### config.mk
export PLATFORM = sky130hd
export DESIGN_NAME = counter_mod_n_flat
export DESIGN_NICKNAME = d
export VERILOG_FILES = /design/src/rtl/counter_mod_n_if.sv /design/src/rtl/counter_mod_n.sv /design/src/flat_wrapper.sv
export SDC_FILE = /design/constraint.sdc
export NUM_CORES = 1
export LEC_CHECK = 0
export CAP_MARGIN = 40
export CORE_ASPECT_RATIO = 1.25
export CORE_MARGIN = 4
export CORE_UTILIZATION = 30
export CTS_CLUSTER_SIZE = 16
export DETAILED_ROUTE_END_ITERATION = 12
export GPL_ROUTABILITY_DRIVEN = 0
export PLACE_DENSITY_LB_ADDON = 0.12
export SLEW_MARGIN = 15
export SYNTH_ARGS = -nofsm -noshare
export SYNTH_HDL_FRONTEND = slang
export SYNTH_SLANG_ARGS = --single-unit
### constraint.sdc
create_clock -name clk -period 1.85 [get_ports clk]
set_input_delay 0.37 -clock clk [delete_from_list [all_inputs] [get_ports clk]]
set_output_delay 0.37 -clock clk [all_outputs]
set_load 0.1 [all_outputs]
### src/rtl/counter_mod_n_if.sv
// Handshake and status bundle for counter_mod_n.
// Master drives the controls; slave returns the counts and status.
interface counter_mod_n_if #(
  parameter int WIDTH = 7
);
  logic             i_start;
  logic             i_en;
  logic             i_up;
  logic             i_oneshot;
  logic             i_load;
  logic [WIDTH-1:0] i_load_val;
  logic             i_clear;
  logic [WIDTH-1:0] o_cnt;
  logic [WIDTH-1:0] o_cnt_always;
  logic             o_tc;
  logic             o_done;
  logic             o_busy;

  modport master (
    output i_start, i_en, i_up, i_oneshot,
    output i_load, i_load_val, i_clear,
    input  o_cnt, o_cnt_always, o_tc,
    input  o_done, o_busy
  );

  modport slave (
    input  i_start, i_en, i_up, i_oneshot,
    input  i_load, i_load_val, i_clear,
    output o_cnt, o_cnt_always, o_tc,
    output o_done, o_busy
  );
endinterface

### src/rtl/counter_mod_n.sv
// Modulo-N counter with run control, direction, one-shot/wrap,
// parallel load, terminal-count pulse and free-running reference.
module counter_mod_n #(
  parameter int WIDTH = 7,
  parameter int MOD   = 100
) (
  input logic            clk,
  input logic            reset_n,
  counter_mod_n_if.slave bus
);

  typedef enum logic [1:0] {
    IDLE = 2'd0,
    RUN  = 2'd1,
    DONE = 2'd2
  } state_e;

  localparam logic [WIDTH-1:0] MAXV = WIDTH'(MOD - 1);
  localparam logic [WIDTH-1:0] ZERO = '0;
  localparam logic [WIDTH-1:0] ONE  = WIDTH'(1);

  state_e           state_q, state_d;
  logic [WIDTH-1:0] cnt_q, cnt_d;
  logic [WIDTH-1:0] ref_q, ref_d;
  logic             tc_q, tc_d;
  logic             busy, done;
  logic             term, step;
  logic [WIDTH-1:0] ld_val;

  assign term   = bus.i_up ? (cnt_q == MAXV) : (cnt_q == ZERO);
  assign step   = (state_q == RUN) && bus.i_en && !bus.i_load;
  assign ld_val = (bus.i_load_val > MAXV) ? MAXV : bus.i_load_val;

  always_ff @(posedge clk) begin
    if (!reset_n) begin
      state_q <= IDLE;
    end else begin
      state_q <= state_d;
    end
  end

  always_comb begin
    state_d = state_q;
    if (bus.i_clear) begin
      state_d = IDLE;
    end else begin
      unique case (state_q)
        IDLE: if (bus.i_start) state_d = RUN;
        RUN:  if (step && term && bus.i_oneshot) state_d = DONE;
        DONE: if (bus.i_start) state_d = RUN;
        default: state_d = IDLE;
      endcase
    end
  end

  always_comb begin
    busy = (state_q == RUN);
    done = (state_q == DONE);
  end

  // Load beats the DONE reload; the step only runs with no load pending.
  always_comb begin
    cnt_d = cnt_q;
    tc_d  = 1'b0;
    if (bus.i_clear) begin
      cnt_d = ZERO;
    end else if (bus.i_load) begin
      cnt_d = ld_val;
    end else if (state_q == DONE && bus.i_start) begin
      cnt_d = bus.i_up ? ZERO : MAXV;
    end else if (step) begin
      if (term) begin
        tc_d = 1'b1;
        if (!bus.i_oneshot) begin
          cnt_d = bus.i_up ? ZERO : MAXV;
        end
      end else begin
        cnt_d = bus.i_up ? cnt_q + ONE : cnt_q - ONE;
      end
    end
  end

  always_comb begin
    ref_d = (ref_q == MAXV) ? ZERO : ref_q + ONE;
  end

  always_ff @(posedge clk) begin
    if (!reset_n) begin
      cnt_q <= '0;
      ref_q <= '0;
      tc_q  <= 1'b0;
    end else begin
      cnt_q <= cnt_d;
      ref_q <= ref_d;
      tc_q  <= tc_d;
    end
  end

  assign bus.o_cnt        = cnt_q;
  assign bus.o_cnt_always = ref_q;
  assign bus.o_tc         = tc_q;
  assign bus.o_done       = done;
  assign bus.o_busy       = busy;

endmodule

### src/flat_wrapper.sv
// flat-port wrapper written by rule: the top's interface ports become plain ports
module counter_mod_n_flat 
#(
  parameter int WIDTH = 7,
  parameter int MOD   = 100
)
  (clk, reset_n, bus_i_start, bus_i_en, bus_i_up, bus_i_oneshot, bus_i_load, bus_i_load_val, bus_i_clear, bus_o_cnt, bus_o_cnt_always, bus_o_tc, bus_o_done, bus_o_busy);
  counter_mod_n_if #(.WIDTH(WIDTH)) bus_i ();
  input logic clk;
  input logic reset_n;
  input wire logic [$bits(bus_i.i_start)-1:0] bus_i_start;
  input wire logic [$bits(bus_i.i_en)-1:0] bus_i_en;
  input wire logic [$bits(bus_i.i_up)-1:0] bus_i_up;
  input wire logic [$bits(bus_i.i_oneshot)-1:0] bus_i_oneshot;
  input wire logic [$bits(bus_i.i_load)-1:0] bus_i_load;
  input wire logic [$bits(bus_i.i_load_val)-1:0] bus_i_load_val;
  input wire logic [$bits(bus_i.i_clear)-1:0] bus_i_clear;
  output wire logic [$bits(bus_i.o_cnt)-1:0] bus_o_cnt;
  output wire logic [$bits(bus_i.o_cnt_always)-1:0] bus_o_cnt_always;
  output wire logic [$bits(bus_i.o_tc)-1:0] bus_o_tc;
  output wire logic [$bits(bus_i.o_done)-1:0] bus_o_done;
  output wire logic [$bits(bus_i.o_busy)-1:0] bus_o_busy;
  assign bus_i.i_start = bus_i_start;
  assign bus_i.i_en = bus_i_en;
  assign bus_i.i_up = bus_i_up;
  assign bus_i.i_oneshot = bus_i_oneshot;
  assign bus_i.i_load = bus_i_load;
  assign bus_i.i_load_val = bus_i_load_val;
  assign bus_i.i_clear = bus_i_clear;
  assign bus_o_cnt = bus_i.o_cnt;
  assign bus_o_cnt_always = bus_i.o_cnt_always;
  assign bus_o_tc = bus_i.o_tc;
  assign bus_o_done = bus_i.o_done;
  assign bus_o_busy = bus_i.o_busy;
  counter_mod_n #(.WIDTH(WIDTH), .MOD(MOD)) u_core (.clk(clk), .reset_n(reset_n), .bus(bus_i));
endmodule
# ---- Yosys cells after proc, flatten, opt, wreduce, memory -nomap -nowiden
# Index checks and enable logic that the tools add are counted.
dict set report op_classes {
  n_addsub 3
  order_cmp 1
  eq_ne 7
  muxes 13
  bitwise_logic 2
  reduce_logical 15
}
# op n
set op_table {}
lappend op_table {{two-way mux 7 bit} 8}
lappend op_table {{adder 7 x 1 -> 7 bit, second input constant} 2}
lappend op_table {{equality test 7 bit, second input constant} 2}
lappend op_table {{greater-than comparator 7 bit, second input constant} 1}
lappend op_table {{logical NOT 7 bit} 1}
lappend op_table {{subtractor 7 x 1 -> 7 bit, second input constant} 1}
lappend op_table {{OR reduction 2 bit} 3}
lappend op_table {{logical AND 1 bit} 5}
lappend op_table {{OR reduction 5 bit} 1}
lappend op_table {{two-way mux 2 bit} 2}
lappend op_table {{inequality test 2 x 1 -> 1 bit, second input constant} 2}
lappend op_table {{inequality test 4 bit, second input constant} 1}
lappend op_table {{case mux 2 bit (2 select lines)} 1}
lappend op_table {{AND reduction 2 bit} 2}
lappend op_table {{nonzero test 3 bit} 1}
lappend op_table {{equality test 2 x 1 -> 1 bit, second input constant} 1}
lappend op_table {{equality test 2 bit, second input constant} 1}
lappend op_table {{logical NOT 2 bit} 1}
lappend op_table {{two-way mux 1 bit} 2}
lappend op_table {{NOT 1 bit} 2}
lappend op_table {{logical NOT 1 bit} 1}
dict set report totals {
  reg_bits 17
  input_bits 15
}

# ---- Longest topological paths before layout
dict set report depth {
  depth_word 7
  mapped_depth 7
  mapped_depth_nobuf 7
}

# ---- Worst setup path after synthesis
# OpenSTA, ideal clock, no wires.
dict set report synth_timing {
  kind {register to register}
  from {register u_core.state_q[0]}
  to {register u_core.cnt_q[5] (netlist: u_core.bus.o_cnt[5])}
  setup_time_ns 0.133
  arrival_time_ns 2.794
  required_ns 1.717
  setup_slack_ns -1.078
  path_stages_with_launch 7
  path_buffers 1
  period_less_slack_ns 2.928
  cell_sequence {dfxtp_1 > nor2b_1 > a21oi_1 > a41oi_4 > or2_0 > buf_6 > a41oi_1}
}
dict set report synth_between {
  elab_chain_cells 5
  word_cells_on_any_way 10
  cone_classes {eq/ne: 3; mux: 2; reduce/logical: 5}
}
# item line
set synth_rtl {}
lappend synth_rtl {{start, declared} counter_mod_n.sv:22} ;# state_e state_q, state_d;
lappend synth_rtl {{start signal, assigned} counter_mod_n.sv:38} ;# state_q <= state_d;
lappend synth_rtl {{equality test 2 x 1 -> 1 bit} -}
lappend synth_rtl {{named net bus_o_busy} flat_wrapper.sv:22} ;# output wire logic [$bits(bus_i.o_busy)-1:0] bus_o_busy;
lappend synth_rtl {{logical AND 1 bit (2 in a row)} counter_mod_n.sv:31} ;# assign step = (state_q == RUN) && bus.i_en && !bus.i_load;
lappend synth_rtl {{nonzero test 3 bit (no line)} -}
lappend synth_rtl {{AND reduction 2 bit (no line)} -}
lappend synth_rtl {{end signal, assigned} counter_mod_n.sv:93} ;# cnt_q <= cnt_d;
lappend synth_rtl {{end, declared} counter_mod_n.sv:23} ;# logic [WIDTH-1:0] cnt_q, cnt_d;
# The timed path passes the listed nets, and every way through them passes these cells.
# A chain may end at the register's enable or synchronous reset.

# ---- Final worst setup path
dict set report layout_timing {
  from {register u_core.cnt_q[0] (netlist: u_core.bus.o_cnt[0])}
  to {register u_core.cnt_q[6] (netlist: u_core.bus.o_cnt[6])}
}
dict set report layout_between {
  elab_chain_cells 6
  word_cells_on_any_way 12
  cone_classes {add/sub: 2; eq/ne: 2; mux: 6; reduce/logical: 2}
}
# item line
set layout_rtl {}
lappend layout_rtl {{subtractor 7 x 1 -> 7 bit, or another cell as far along} counter_mod_n.sv:78} ;# cnt_d = bus.i_up ? cnt_q + ONE : cnt_q - ONE;
lappend layout_rtl {{two-way mux 7 bit / two-way mux 1 bit (equally long branches)} {counter_mod_n.sv:78, counter_mod_n.sv:30}}
lappend layout_rtl {{two-way mux 7 bit} counter_mod_n.sv:72} ;# if (term) begin
lappend layout_rtl {{two-way mux 7 bit} counter_mod_n.sv:71} ;# end else if (step) begin
lappend layout_rtl {{two-way mux 7 bit} counter_mod_n.sv:69} ;# end else if (state_q == DONE && bus.i_start) begin
lappend layout_rtl {{two-way mux 7 bit} counter_mod_n.sv:67} ;# end else if (bus.i_load) begin
# Parallel ways exist; a longest one is shown, timed or not. The select of a mux whose other input is x is not followed.

==> impl_summary.log <==
INFO  metric worst_setup_path_start_kind = flip-flop
INFO  metric placedCellCount = 223
INFO  metric detailroute.via_count = 1,225
INFO  metric hpwlAfterDp = 2.64 mm
INFO  metric initial_antenna_violation_count = 0
INFO  metric cts_hold_buffers = 0
INFO  metric area.growth.synth_to_final = 73.2%
INFO  metric timing.slew.headroom = 67.9%
INFO  metric layout_worst_path_cycle_share = 99.3%
INFO  metric floorplan.io_pins = 32
INFO  metric worst_path_class_setup = reg2reg
INFO  metric timing_worst_slew_pin_value = 480 ps
INFO  metric net_count_final = 213
INFO  metric unrepaired_setup_endpoints_after_global_routing = yes
INFO  metric final_core_util = 54.8%
INFO  metric final.hold.worst_slack = 465 ps
INFO  metric final-max-slew-violation-count = 0
INFO  metric critical_register_to_register_path_startpoint = u_core.bus.o_cnt[0]
INFO  metric cts.sinks = 17
INFO  metric die_area = 4780 um^2
INFO  metric post_synth_net_total = 152
INFO  metric static-leakage-power = 0.794 nW
INFO  metric stdcell_count = 229
INFO  metric most_common_cell_in_the_netlist = dfxtp_1
INFO  metric path_max_fanout = 5
INFO  metric synth_cells = 130
INFO  metric synth_edf_count = 0
INFO  metric final.min_clock_period = 1840 ps
INFO  metric die_y = 76.3 um
INFO  metric drv.max_cap_violation_count = 0
INFO  metric worst_ep_required_time = 1980 ps
INFO  metric total_power = 1.10 mW
INFO  metric fmax = 544 MHz
INFO  metric drtIter0Drc = 35
INFO  metric clock_insertion_delay_worst_skew = 250 ps
INFO  metric ys_seq_elements = 17
INFO  metric global_route.usage.total = 14.1%
INFO  metric hold_viol_final = 0
INFO  metric drc = 0
INFO  metric globalRoute.totalOverflow = 0
INFO  metric ctsRootBufferMaster = clkbuf_8
INFO  metric num-fill-cells = 341
INFO  metric synth.largest_area_cell = dfxtp_1
INFO  metric numCtsBuffers = 3
INFO  metric grt_first_pass_wirelength = 5.57 mm
INFO  metric min_path_cells = 1
INFO  metric antennaDiodeCount = 0
INFO  metric io_buffers = 31
INFO  metric final_design_area_no_fill = 1940 um^2
INFO  metric rrSetupSlack = 10 ps
INFO  metric grt_max_degree = 13
INFO  metric core_area = 3540 um^2
INFO  metric cts_tree = done
INFO  metric ys_top_cells_by_area = dfxtp_1 30%, ha_1 6.7%, nor2_1 5.0%, xor2_1 4.7%, nand3_1 4.0%
INFO  metric routed_via_density = 5.35
INFO  metric wl = 3.20 mm
INFO  metric fp-row-count = 24
INFO  metric ant_nets = 0
INFO  metric synth.cells.most_frequent = 17 x dfxtp_1, 15 x nor2_1, 9 x nand3_1
INFO  metric place_worst_setup_slack = -629 ps
INFO  metric critPathCaptureType = flip-flop
INFO  metric fraction_of_layout_cells_with_a_size_suffix_above_1 = 38.9%
INFO  metric ys_warn_count = 0
INFO  metric number_of_detailed_routing_iterations_run_before_antenna_repair = 6
INFO  metric worst_r2r_endpoint = u_core.bus.o_cnt[6]
INFO  metric layout_setup_ws = 12.1 ps
INFO  metric hold_path_class = reg2reg
INFO  metric power_density = 568 nW/um^2
INFO  metric h-tree-depth = 1
INFO  metric synth_flop_cell = dfxtp_1
INFO  metric clk_transition_reported_paths = 60 ps
INFO  metric number_of_setup_violations_in_the_final_report = 0
INFO  metric placedInstanceArea = 1840 um^2
INFO  metric synth_top_cell_area_share = 30.4%
INFO  metric detail_route.wl_per_cell = 14.0 um
INFO  metric syn_area_per_cell = 8.62 um^2
INFO  metric r2r.worst_path.cells = 5
INFO  metric initial_utilization = 31.6%
INFO  metric synth_area = 1120 um^2
INFO  metric synth_seq_area_share = 30.4%
INFO  metric final.setup_skew = 2.84 ps
INFO  metric synth.lib_cells_used.distinct = 41
INFO  metric holdPathEnd = u_core.bus.o_cnt_always[0]
INFO  metric ir_worst_vdd = 286 uV
INFO  metric run_status = finished, final reports clean
INFO  metric max-clock-path-buffers = 2
INFO  metric worst_ep_arrival_time = 1970 ps
INFO  metric dieWidth = 62.7 um
INFO  metric totalNegativeSetupSlack = 0 ps
INFO  metric min-delay-start = u_core.bus.o_cnt_always[0]
INFO  metric async_flop_share = 0%
INFO  metric grt_pass1_vias = 1,309
==> critical path: stages, from the launching register on <==
cell	delay [ps]
dfxtp_4	370
or4_4	530
o22ai_4	160
a41oi_4	130
or2_4	290
o221a_1	240
==> state kept, by name, summed over array words and instances (netlist names) <==
name                     flops
u_core.bus.o_cnt             7
u_core.bus.o_cnt_always      7
u_core.state_q               2
u_core.bus.o_tc              1
==> where the power goes <==
| part | switching [mW] | internal, mW | leakage [nW] | total [mW] |
|---|---|---|---|---|
| Combinational | 0.236 | 0.193 | 0.628 | 0.429 |
| Clock | 0.117 | 0.152 | 0.0228 | 0.270 |
| Sequential | 0.0225 | 0.381 | 0.143 | 0.404 |
| Total | 0.376 | 0.727 | 0.794 | 1.10 |
==> cells by family (layout without fill, tap and decap cells) <==
logic type	after synthesis	after routing	share of synthesized area, %
fa+ha+maj	7	7	8.48
compound gates	34	34	23.7
buf+inv	5	65	2.34
mux	1	1	0.893
flops	17	17	30.4
xor+xnor	9	9	7.03
simple gates	57	57	27.2
==> layout make-up <==
cell class / count / area (um^2) / share of cell area (%)
Sequential cell: 17 / 359 / 18.5
Clock buffer: 4 / 45.0 / 2.32
Tap cell: 39 / 48.8 / 2.51
Timing Repair Buffer: 59 / 681 / 35.1
Inverter: 2 / 7.51 / 0.387
Multi-Input combinational cell: 108 / 801 / 41.2
==> layout by cell type, fill, tap and decap left out, types with 3 or more instances in the layout <==
| cell type | n |
|---|---|
| buf_4 | 28 |
| buf_12 | 16 |
| nor2_1 | 15 |
| clkdlybuf4s50_1 | 13 |
| nand3_1 | 9 |
| nand2_1 | 8 |
| dfxtp_1 | 8 |
| a21oi_1 | 6 |
| xor2_1 | 6 |
| dfxtp_2 | 6 |
| ha_1 | 5 |
| o21ai_0 | 4 |
| nor3_1 | 4 |
| nor2b_1 | 3 |
| a32oi_1 | 3 |
| o31ai_1 | 3 |
| xnor2_1 | 3 |
| clkbuf_8 | 3 |
| dfxtp_4 | 3 |
==> timing repair <==
action / in CTS / in global routing
gates cloned: 0 / 0
setup endpoints to repair: 7 / 7
setup buffers: 2 / 0
resized for setup: 9 / 5
pin swaps: 6 / 1
==> worst max path at each step <==
stage                                      to                start  cells after the start  slack (ps)
after floorplan           u_core.bus.o_cnt[6]  u_core.bus.o_cnt[6]                      6        -200
after global placement    u_core.bus.o_cnt[6]             bus_i_up                      8        -520
after detailed placement  u_core.bus.o_cnt[6]             bus_i_up                      8        -630
after CTS                 u_core.bus.o_cnt[0]  u_core.bus.o_cnt[0]                      5           2
after global routing      u_core.bus.o_cnt[6]  u_core.bus.o_cnt[0]                      5         -50
final                     u_core.bus.o_cnt[6]  u_core.bus.o_cnt[0]                      5          10
==> per-layer routing <==
layer / track usage [%] / part of all wire, %
met1: 14.8 / 40
met2: 25.8 / 52
met3: 4.42 / 6.2
met4: 5.08 / 1.8
met5: 0 / 0
No activity file was read; power rests on OpenSTA's default activity.
